`config.mk`:
```
export PLATFORM = sky130hd
export DESIGN_NAME = multicycle_ctrl
export DESIGN_NICKNAME = d
export VERILOG_FILES = /design/src/rtl/mc_pkg.sv /design/src/rtl/mc_ctrl_out.sv /design/src/rtl/multicycle_ctrl.sv
export SDC_FILE = /design/constraint.sdc
export NUM_CORES = 1
export LEC_CHECK = 0
export BUFFER_PORTS_ARGS = -buffer_cell sky130_fd_sc_hd__buf_2
export CORE_MARGIN = 2
export CORE_UTILIZATION = 42
export DETAILED_ROUTE_END_ITERATION = 10
export PLACE_DENSITY = 0.76
export SLEW_MARGIN = 25
export SYNTH_ARGS = -nofsm -noshare
export SYNTH_HDL_FRONTEND = slang
export SYNTH_SLANG_ARGS = --single-unit
```
`constraint.sdc`:
```
create_clock -name clk -period 3.7 [get_ports clk]
set_input_delay 0.74 -clock clk [delete_from_list [all_inputs] [get_ports clk]]
set_output_delay 0.74 -clock clk [all_outputs]
set_load 0.01 [all_outputs]
```
`src/rtl/mc_pkg.sv`:
```
// Shared definitions for the multicycle control FSM: state codes, datapath
// mux selects, instruction-class codes and the raw control bundle.
package mc_pkg;

  typedef enum logic [3:0] {
    FETCH  = 4'd0,
    DECODE = 4'd1,
    MEMADR = 4'd2,
    MEMRD  = 4'd3,
    MEMWB  = 4'd4,
    MEMWR  = 4'd5,
    EXECR  = 4'd6,
    EXECI  = 4'd7,
    ALUWB  = 4'd8,
    BRANCH = 4'd9,
    LINK   = 4'd10
  } state_t;

  // Plain-vector views of the states so the register can hold codes 11-15
  localparam logic [3:0] S_FETCH  = FETCH;
  localparam logic [3:0] S_DECODE = DECODE;
  localparam logic [3:0] S_MEMADR = MEMADR;
  localparam logic [3:0] S_MEMRD  = MEMRD;
  localparam logic [3:0] S_MEMWB  = MEMWB;
  localparam logic [3:0] S_MEMWR  = MEMWR;
  localparam logic [3:0] S_EXECR  = EXECR;
  localparam logic [3:0] S_EXECI  = EXECI;
  localparam logic [3:0] S_ALUWB  = ALUWB;
  localparam logic [3:0] S_BRANCH = BRANCH;
  localparam logic [3:0] S_LINK   = LINK;

  localparam logic       ADR_PC         = 1'b0;
  localparam logic       ADR_ALUOUT     = 1'b1;
  localparam logic [1:0] SRCA_RN        = 2'b00;
  localparam logic [1:0] SRCA_PC        = 2'b01;
  localparam logic [1:0] SRCB_RM        = 2'b00;
  localparam logic [1:0] SRCB_IMM       = 2'b01;
  localparam logic [1:0] SRCB_FOUR      = 2'b10;
  localparam logic [1:0] RES_ALUOUT     = 2'b00;
  localparam logic [1:0] RES_DATA       = 2'b01;
  localparam logic [1:0] RES_ALURESULT  = 2'b10;
  localparam logic [1:0] RES_PC         = 2'b11;

  localparam logic [1:0] OP_DP    = 2'b00;
  localparam logic [1:0] OP_MEM   = 2'b01;
  localparam logic [1:0] OP_BR    = 2'b10;
  localparam logic [1:0] OP_UNDEF = 2'b11;

  // Unqualified per-state controls; write enables are refined by the top level
  typedef struct packed {
    logic       memReq;
    logic       adrSrc;
    logic [1:0] aluSrcA;
    logic [1:0] aluSrcB;
    logic [1:0] resultSrc;
    logic       aluOp;
    logic       linkSel;
    logic       regW;
    logic       memW;
    logic       pcWBranch;
    logic       pcWWb;
    logic       isFetch;
  } ctrl_t;

endpackage

```
`src/rtl/mc_ctrl_out.sv`:
```
// Combinational state-to-control decode. Pure Moore view: no input
// qualification happens here.
module mc_ctrl_out
  import mc_pkg::*;
(
  input  logic [3:0] i_state,
  output ctrl_t      o_ctrl
);

  always_comb begin
    o_ctrl = '0;
    case (i_state)
      S_FETCH: begin
        o_ctrl.memReq    = 1'b1;
        o_ctrl.adrSrc    = ADR_PC;
        o_ctrl.aluSrcA   = SRCA_PC;
        o_ctrl.aluSrcB   = SRCB_FOUR;
        o_ctrl.resultSrc = RES_ALURESULT;
        o_ctrl.isFetch   = 1'b1;
      end
      S_DECODE: begin
        o_ctrl.aluSrcA   = SRCA_PC;
        o_ctrl.aluSrcB   = SRCB_FOUR;
        o_ctrl.resultSrc = RES_ALURESULT;
      end
      S_MEMADR: begin
        o_ctrl.aluSrcA   = SRCA_RN;
        o_ctrl.aluSrcB   = SRCB_IMM;
      end
      S_MEMRD: begin
        o_ctrl.memReq    = 1'b1;
        o_ctrl.adrSrc    = ADR_ALUOUT;
      end
      S_MEMWR: begin
        o_ctrl.memReq    = 1'b1;
        o_ctrl.adrSrc    = ADR_ALUOUT;
        o_ctrl.memW      = 1'b1;
      end
      S_MEMWB: begin
        o_ctrl.resultSrc = RES_DATA;
        o_ctrl.regW      = 1'b1;
        o_ctrl.pcWWb     = 1'b1;
      end
      S_EXECR: begin
        o_ctrl.aluSrcB   = SRCB_RM;
        o_ctrl.aluOp     = 1'b1;
      end
      S_EXECI: begin
        o_ctrl.aluSrcB   = SRCB_IMM;
        o_ctrl.aluOp     = 1'b1;
      end
      S_ALUWB: begin
        o_ctrl.resultSrc = RES_ALUOUT;
        o_ctrl.regW      = 1'b1;
        o_ctrl.pcWWb     = 1'b1;
      end
      S_LINK: begin
        o_ctrl.resultSrc = RES_PC;
        o_ctrl.linkSel   = 1'b1;
        o_ctrl.regW      = 1'b1;
      end
      S_BRANCH: begin
        o_ctrl.aluSrcB   = SRCB_IMM;
        o_ctrl.resultSrc = RES_ALURESULT;
        o_ctrl.pcWBranch = 1'b1;
      end
      default: ;
    endcase
  end

endmodule

```
`src/rtl/multicycle_ctrl.sv`:
```
// Multicycle sequencer: state register, next-state logic, condition and
// destination qualification of write enables, and reset output gating.
module multicycle_ctrl
  import mc_pkg::*;
(
  input  logic       clk,
  input  logic       reset,
  input  logic [1:0] Op,
  input  logic [5:0] Funct,
  input  logic [3:0] Rd,
  input  logic       CondEx,
  input  logic       mem_ready,
  output logic       mem_req,
  output logic       IRWrite,
  output logic       AdrSrc,
  output logic [1:0] ALUSrcA,
  output logic [1:0] ALUSrcB,
  output logic [1:0] ResultSrc,
  output logic       ALUOp,
  output logic       linkSelect,
  output logic       RegW,
  output logic       MemW,
  output logic       PCWrite,
  output logic       illegal,
  output logic [3:0] state
);

  logic [3:0] r_state;
  logic       r_running;
  logic [3:0] w_next;
  ctrl_t      w_ctrl;
  logic       w_run;
  logic       w_cmpClass;
  logic       w_regW;
  logic       w_pcW;
  logic       w_unused;

  // r_running delays the first request until the edge that sees reset high
  always_ff @(posedge clk) begin
    if (!reset) begin
      r_state   <= S_FETCH;
      r_running <= 1'b0;
    end else begin
      r_state   <= r_running ? w_next : S_FETCH;
      r_running <= 1'b1;
    end
  end

  always_comb begin
    w_next = S_FETCH;
    case (r_state)
      S_FETCH:  w_next = mem_ready ? S_DECODE : S_FETCH;
      S_DECODE: begin
        case (Op)
          OP_MEM:  w_next = S_MEMADR;
          OP_DP:   w_next = Funct[5] ? S_EXECI : S_EXECR;
          OP_BR:   w_next = Funct[4] ? S_LINK : S_BRANCH;
          default: w_next = S_FETCH;
        endcase
      end
      S_MEMADR: w_next = Funct[0] ? S_MEMRD : S_MEMWR;
      S_MEMRD:  w_next = mem_ready ? S_MEMWB : S_MEMRD;
      S_MEMWR:  w_next = mem_ready ? S_FETCH : S_MEMWR;
      S_EXECR:  w_next = S_ALUWB;
      S_EXECI:  w_next = S_ALUWB;
      S_LINK:   w_next = S_BRANCH;
      default:  w_next = S_FETCH;
    endcase
  end

  mc_ctrl_out u_ctrlOut (
    .i_state (r_state),
    .o_ctrl  (w_ctrl)
  );

  // Compare/test ops set flags only, so their ALUWB must not write Rd
  assign w_cmpClass = (r_state == S_ALUWB) && (Funct[4:3] == 2'b10);
  assign w_regW     = w_ctrl.regW & CondEx & ~w_cmpClass;
  assign w_pcW      = (w_ctrl.isFetch & mem_ready)
                    | (w_ctrl.pcWBranch & CondEx)
                    | (w_ctrl.pcWWb & w_regW & (Rd == 4'd15));
  assign w_run      = reset & r_running;
  assign w_unused   = ^Funct[2:1];

  assign mem_req    = w_run & w_ctrl.memReq;
  assign IRWrite    = w_run & w_ctrl.isFetch & mem_ready;
  assign AdrSrc     = w_run & w_ctrl.adrSrc;
  assign ALUSrcA    = w_run ? w_ctrl.aluSrcA   : 2'b00;
  assign ALUSrcB    = w_run ? w_ctrl.aluSrcB   : 2'b00;
  assign ResultSrc  = w_run ? w_ctrl.resultSrc : 2'b00;
  assign ALUOp      = w_run & w_ctrl.aluOp;
  assign linkSelect = w_run & w_ctrl.linkSel;
  assign RegW       = w_run & w_regW;
  assign MemW       = w_run & w_ctrl.memW & CondEx;
  assign PCWrite    = w_run & w_pcW;
  assign illegal    = w_run & (r_state == S_DECODE) & (Op == OP_UNDEF);
  assign state      = w_run ? r_state : 4'd0;

endmodule
```
* Word level (Yosys, flattened, before mapping)
Index checks and enable logic that the tools add are counted.
Word-level totals: bits in registers 5, output and inout port bits 19, word-level logic and storage cells 74
Operators by class: equality and inequality tests 15, multiplexer cells 24, bitwise logic cells 22, reduce and logical (&&, ||, !) cells 11
Operator list (number):
- one-hot mux 4 bit (7 select lines) | 1
- AND 1 bit | 19
- == test 4 x 3 -> 1 bit (second input constant) | 4
- == test 4 bit (second input constant) | 4
- one-hot mux 4 bit (3 select lines) | 1
- two-way mux 1 bit | 11
- two-way mux 3 bit | 3
- OR reduction 3 bit | 3
- == test 4 x 2 -> 1 bit (second input constant) | 2
- two-way mux 2 bit | 4
- one-hot mux 2 bit (2 select lines) | 2
- OR reduction 2 bit | 4
- == test 2 bit (second input constant) | 3
- one-hot mux 2 bit (3 select lines) | 1
- == test 4 x 1 -> 1 bit (second input constant) | 1
- zero test 4 bit | 1
- two-way mux 4 bit | 1
- == test 2 x 1 -> 1 bit (second input constant) | 1
- zero test 2 bit | 1
- bitwise OR 1 bit | 2
- AND reduction 2 bit | 1
- logical AND 1 bit | 1
- NOT 1 bit | 1

* Longest topological paths before layout
Gate-level depths: netlist of run 1.
word-level depth 9, gate-level depth with buffers 6, gate-level depth less buffers 4

* Hierarchy
From an unflattened synthesis of run 1, not the netlist that was laid out.
Unflattened totals: cell total of the unflattened synthesis 109, area, all modules 759.5 um^2
By module, submodules not included:
- multicycle_ctrl | instances 1, cells each 76, area each 536.8 um^2, sequential area each 100.1 um^2
- mc_ctrl_out | instances 1, cells each 33, area each 222.7 um^2, sequential area each 0.0 um^2

* Least setup slack after synthesis of run 1
Ideal clock, no wire load.
kind in2out, from input reset, to output ALUSrcB[1], arrival 1710 ps, data required time 2960 ps, setup slack 1250 ps, stages on the path 4, path through nand2_1 buf_1 nor4_1 buf_4
Between the ends: cells in the longest elaborated chain, start to end 2
Ends and longest elaborated chain:
- start, declared | line multicycle_ctrl.sv:7 | input logic reset,
- AND 1 bit | line multicycle_ctrl.sv:82 | assign w_run = reset & r_running;
- two-way mux 2 bit | line multicycle_ctrl.sv:89 | assign ALUSrcB = w_run ? w_ctrl.aluSrcB : 2'b00;
- end, declared | line multicycle_ctrl.sv:17 | output logic [1:0] ALUSrcB,
Every way passes these cells.

* Worst setup path after layout of run 1
from input reset, to output PCWrite
Between the ends: cells in the longest elaborated chain, start to end 2
Ends and longest elaborated chain:
- AND 1 bit | line multicycle_ctrl.sv:82
- AND 1 bit | line multicycle_ctrl.sv:95 | assign PCWrite = w_run & w_pcW;
- end, declared | line multicycle_ctrl.sv:23 | output logic PCWrite,
Every way passes these cells.

==> impl_metrics.ini, run 1 <==
[global_route]
grt_max_degree = 24
antenna_found_initial = 0
grt_pass1_wl_mm = 2.477
track_usage_pct = 17.23
overflow = 0
first_global_vias = 573

[place]
gp_congestion = 0.7834
post-place-ws_ns = 1.008
io_buffers = 31
dpl.hpwl_mm = 1.117

[die]
coreArea_um2 = 1471
start_util_pct = 44.13
ios = 35
dieArea_um2 = 1877
chipHeight_um = 43.32
std_cell_rows = 14
die_x_um = 43.32

[pwr]
power_density_nw_per_um2 = 205.9
power_leakage_nw = 0.3675
total_power_w = 0.0001605
ir_drop_uv = 212.1

[sta]
maxSlewViolCount = 0
post-route-period-util_pct = 73.06
hold_violations = 0
rsz0062_at_grt = false
fin_skew_ns = 0.003246
max_freq_mhz = 369.9
setup_tns_ns = 0
holdWs_ns = 0.6473
fin_crit_ns = 2.703
worst_slack_ns = 0.9966
setup_viol = 0
tightest_slew_ns = 0.7833
max_slew_margin_pct = 47.71

[cts]
root_buffer = clkbuf_4
path_clk_slew_ns = 0.04
tritoncts = done
cts_setup_buffers = 0
insertion_delay_ns = 0.24
cts_hold_buffers = 0
cts_buffers = 3
htree_levels = 1
clock_sinks = 5
ctsLongestPathBuffers = 2
post_cts_resized = 0

[drt]
routedWlPerCell_um = 12.36
drc = 0
vias_per_cell = 5.765
dr.first_iter.drc_count = 23
drt-total-wl_mm = 1.632
drtPass1Iterations = 4
ant_nets = 0
num_vias = 761

[yosys]
ys_seq_elements = 5
yosys-top-cells-area = dfxtp_1 (15%), nor3_1 (6.9%), mux2i_1 (6.2%)
synth_ff_type = dfxtp_1
async_reset_ff_share_pct = 0
syn_inst = 91
ys_types = 37
postSynthAreaPerCell_um2 = 7.136
ys_seq_area_share_pct = 15.41
synth_nets = 107
ys_warn_count = 0
synth_top_cell_by_area = dfxtp_1
synth.top_cell.area_share_pct = 15.41
synth.cell_area_um2 = 649.4
synth_edf_count = 0

[worst_setup_path]
crit_buf_inv = 2
critPathCaptureType = output pin
r2r_end = r_state[2]
crit_path_end = PCWrite
crit_start = reset
rrSetupSlack_ns = 2.14
critPathMaxStageDelay_ns = 0.56
cp.required_ns = 2.96
cpMostUsedCell = buf_2
critical_path.slowest_cell = or4_1
r2r_start = r_state[1]
cp.depth = 5
cp_max_fo = 15
crit_path_cell_trace = buf_2 > nand2_1 > or4_1 > o21ai_0 > buf_2
cp-start-kind = input pin
path_class = in -> out
crit_family = simple AND/OR/NAND/NOR gates
rr_worst_depth = 4
arrival_ns = 1.96

[cells_and_area]
layout_commonest_cell = buf_2
finalNetCount = 133
layout-drive-gt1-share_pct = 33.62
layout_common_cells = buf_2 (31), nor3_1 (9), nand2_1 (8), and3_1 (6)
area.growth.synth_to_final_pct = 20.04
num_antenna_cells = 0
post-route-util_pct = 52.98

[worst_hold_path]
min_path_type = in -> reg

[flow_run]
drv_cap = 0

[outcome]
status = finished, final reports clean
-- metrics by stage --
| step | cell area [µm²] | cells |
|---|---|---|
| after floorplan | 649.4 | 91 |
| after global routing | 779.5 | 132 |
| after global placement | 753.2 | 128 |
| final | 779.5 | 132 |
| after CTS | 779.5 | 132 |
| after detailed placement | 753.2 | 128 |
-- power breakdown --
group | switching [W] | internal (W) | leakage (nW) | total [W]
logic | 0.0000184 | 0.0000173 | 0.312 | 0.0000357
clock network | 0.0000233 | 0.0000408 | 0.0150 | 0.0000641
registers | 0.00000517 | 0.0000556 | 0.0408 | 0.0000607
-- layout make-up --
cell class	instances	area [µm²]
clock buffer	4	26.28
fill	149	691.9
inverter	2	7.507
multi-input combinational	74	470.5
sequential	5	100.1
tap	16	20.02
timing repair buffer	31	155.1
-- synth_stat cells (2+ instances only) --
library cell  instances
buf_4                 4
nor4_1                2
buf_6                 2
dfxtp_1               5
or3_1                 2
nand3b_1              3
nor2_2                2
and3_1                6
mux2i_1               4
o21ai_0               3
nor2_1                3
o21ai_1               2
nand2_1               8
a21oi_1               5
buf_2                 3
nor2b_1               5
inv_1                 2
nor3_1                9
nand2b_1              3
-- state kept, by name, indices dropped and copies added, names as in the netlist --
| name | flops |
|---|---|
| r_running | 1 |
| r_state | 4 |
-- layer usage --
| layer | vias to the layer above | track usage [%] | wire (µm) |
|---|---|---|---|
| met5 | - | 0 | 0 |
| met2 | 37 | 25.67 | 734 |
| met1 | 340 | 23.02 | 750 |
| li1 | 382 | - | - |
| met4 | 0 | 4.848 | 16 |
| met3 | 2 | 6.809 | 131 |
-- cells by family (layout without fill, tap and decap cells) --
logic type | after synthesis | count (layout) | synth area share (%)
AOI/OAI and AO/OA | 19 | 19 | 19.46
xor gates and xnor gates | 1 | 1 | 1.349
buffers and inverters | 12 | 37 | 12.14
other | 1 | 1 | 0.5775
DFF | 5 | 5 | 15.41
and+or+nand+nor | 49 | 49 | 44.89
muxes | 4 | 4 | 6.166
-- worst reg2reg max path: cells and delay by family (launching register included) --
kind,cells,cell delay [ns]
compound gates,1,0.13
mux,1,0.10
simple gates,2,0.46
flops,1,0.82
-- how the worst min path moves through the flow --
stage	cells after the start	to	startpoint
finish	1	r_running	reset
global route	1	r_running	reset
CTS	1	r_running	reset
detailed placement	2	r_state[3]	r_state[1]
global placement	2	r_state[3]	r_state[1]
floorplan	2	r_state[1]	r_running
Note: power is estimated with default switching activity, not from simulation.
==> run 2, diff against run 1 <==
- ABC_AREA: not set -> 1
- CORE_UTILIZATION: 42 -> 36
- PLACE_DENSITY: 0.76 -> 0.73
- clock period: 3.7 -> 2.22 ns (I/O delays scaled with it)
==> impl_metrics.ini, run 2 <==
[outcome]
status = finished, final reports clean

[yosys]
ys_types = 18
syn_inst = 104
synth_nets = 120
yosys-top-cells-count = nand2_1 (25), nor2_1 (25), inv_1 (13)
yosys-top-cells-area = dfxtp_1 (19%), nand2_1 (17%), nor2_1 (17%)
ys_warn_count = 0
synth.cell_area_um2 = 538.0
synth_top_cell_by_area = dfxtp_1
postSynthAreaPerCell_um2 = 5.173
ys_seq_elements = 5
async_reset_ff_share_pct = 0
synth_ff_type = dfxtp_1
ys_seq_area_share_pct = 18.60
synth.top_cell.area_share_pct = 18.60
synth_edf_count = 0

[sta]
setup_tns_ns = 0
rsz0062_at_grt = false
setup_viol = 0
max_freq_mhz = 544.3
fin_crit_ns = 1.837
maxSlewViolCount = 0
hold_violations = 0
post-route-period-util_pct = 82.76
fin_skew_ns = 0.004510

[worst_setup_path]
arrival_ns = 1.39
cpMostUsedCell = inv_1
cp.required_ns = 1.78
cp-start-kind = register
critPathMaxStageDelay_ns = 0.34
critical_path.slowest_cell = dfxtp_1
critPathCaptureType = output pin
cp_max_fo = 4
path_class = reg -> out
crit_path_cell_trace = inv_1 > nand2_1 > nor2_1 > inv_1 > a31oi_1 > buf_2
rrSetupSlack_ns = 1.08

[die]
dieArea_um2 = 1820
std_cell_rows = 13
coreArea_um2 = 1350
chipHeight_um = 42.66
start_util_pct = 39.85
die_x_um = 42.66
ios = 35

[drt]
drt-total-wl_mm = 1.465
drtPass1Iterations = 4
routedWlPerCell_um = 9.638
ant_nets = 0
dr.first_iter.drc_count = 32
num_vias = 732
drc = 0
vias_per_cell = 4.816

[cts]
root_buffer = clkbuf_4
clock_sinks = 5
tritoncts = done
cts_buffers = 3
post_cts_resized = 0
path_clk_slew_ns = 0.04
cts_hold_buffers = 0
insertion_delay_ns = 0.24
cts_setup_buffers = 0
ctsLongestPathBuffers = 2
htree_levels = 1

[place]
gp_congestion = 0.8359
post_dp_cell_area_um2 = 701.9
io_buffers = 31
place_inst = 148
dpl.hpwl_mm = 1.213

[pwr]
switching_share_pct = 29.20
seqPwrFrac_pct = 36.3
total_power_w = 0.0002616
power_leakage_nw = 0.4139
power_density_nw_per_um2 = 359.3
ir_drop_uv = 336.0
p_clk_share_pct = 40.5
p_comb_share_pct = 23.2
cellInternalPower_w = 0.0001852
p_sw_w = 0.00007639

[global_route]
first_global_vias = 627
antenna_found_initial = 0
overflow = 0
grt_max_degree = 10
track_usage_pct = 17.26
grt_pass1_wl_mm = 2.415

[cells_and_area]
reg.largest.list = r_state: 4 flops, r_running: 1 flops
post-route-util_pct = 53.94
area.growth.synth_to_final_pct = 35.35
instances_no_fill = 152
layout_common_cells = buf_2 (31), nand2_1 (25), nor2_1 (25), inv_1 (13), nand3_1 (11)
layout_commonest_cell = buf_2
num_antenna_cells = 0
final_cell_area_um2 = 728.2
finalNetCount = 154
final-seq-area_um2 = 100.1
nFillCells = 164
layout-drive-gt1-share_pct = 31.39
largest_reg_flops = 4
max_flop_register = r_state
multi_input_area_um2 = 356.6

[flow_run]
drv_cap = 0

[worst_hold_path]
min_path_type = in -> reg
## run 2: changes by cell type after synthesis, moves of 3 or more
cell,previous run,this run
mux2i_1,4,0
and3_1,6,0
nand3b_1,3,0
nand2b_1,3,0
nand2_1,8,25
nor2b_1,5,0
inv_1,2,13
nor2_1,3,25
nand3_1,0,11
nor3_1,9,1
## run 2: cells by family after synthesis
family	after synthesis	synth area share, %
buffers and inverters	19	15.12
AO/OA/AOI/OAI	12	11.86
other	1	0.6970
AND/OR/NAND/NOR	67	53.72
flip-flops	5	18.61
## run 2: worst max-delay path: cells and delay by family, from the launching register on
family,cells,cell delay [ns]
flip-flops,1,0.34
AND/OR/NAND/NOR,2,0.30
buffers and inverters,3,0.38
AO/OA/AOI/OAI,1,0.13
## run 2: cell type report
cell class,instances,area share (%)
repair buffers,33,23.37
clock buffers,4,3.608
multi-input cells,80,48.97
flip-flops and latches,5,13.75
inverters,15,7.732
well taps,15,2.577
## run 2: power by group through the flow
stage | registers [W] | clock network, W | logic [W]
final | 0.0000949 | 0.000106 | 0.0000608
after floorplan | 0.0000959 | 0 | 0.0000368
after global routing | 0.0000949 | 0.000123 | 0.0000690
after CTS | 0.0000948 | 0.000109 | 0.0000609
after detailed placement | 0.0000964 | 0 | 0.0000605
after global placement | 0.0000963 | 0 | 0.0000597
## run 2: path summary, 6_finish.rpt
| check | startpoint | end | depth (start not counted) |
|---|---|---|---|
| worst min register to register | r_running | r_state[1] | 2 |
| worst max register to register | r_state[0] | r_state[0] | 9 |
| worst max-delay path | r_state[0] | ResultSrc[1] | 6 |
| worst min-delay path | reset | r_running | 1 |
## run 2: per-stage QoR
step | hold slack, ns | setup WS, ns
finish | 0.3184 | 0.3827
global route | 0.3086 | 0.1855
CTS | 0.3156 | 0.3842
detailed placement | 0.5662 | 0.4827
global placement | 0.5612 | 0.5097
floorplan | 0.4717 | 0.6683
## run 2: metal layers
layer	wire length (µm)	track usage, %
met1	610	20.15
met2	701	29.09
met3	140	5.532
met5	0	0
met4	13	6.250
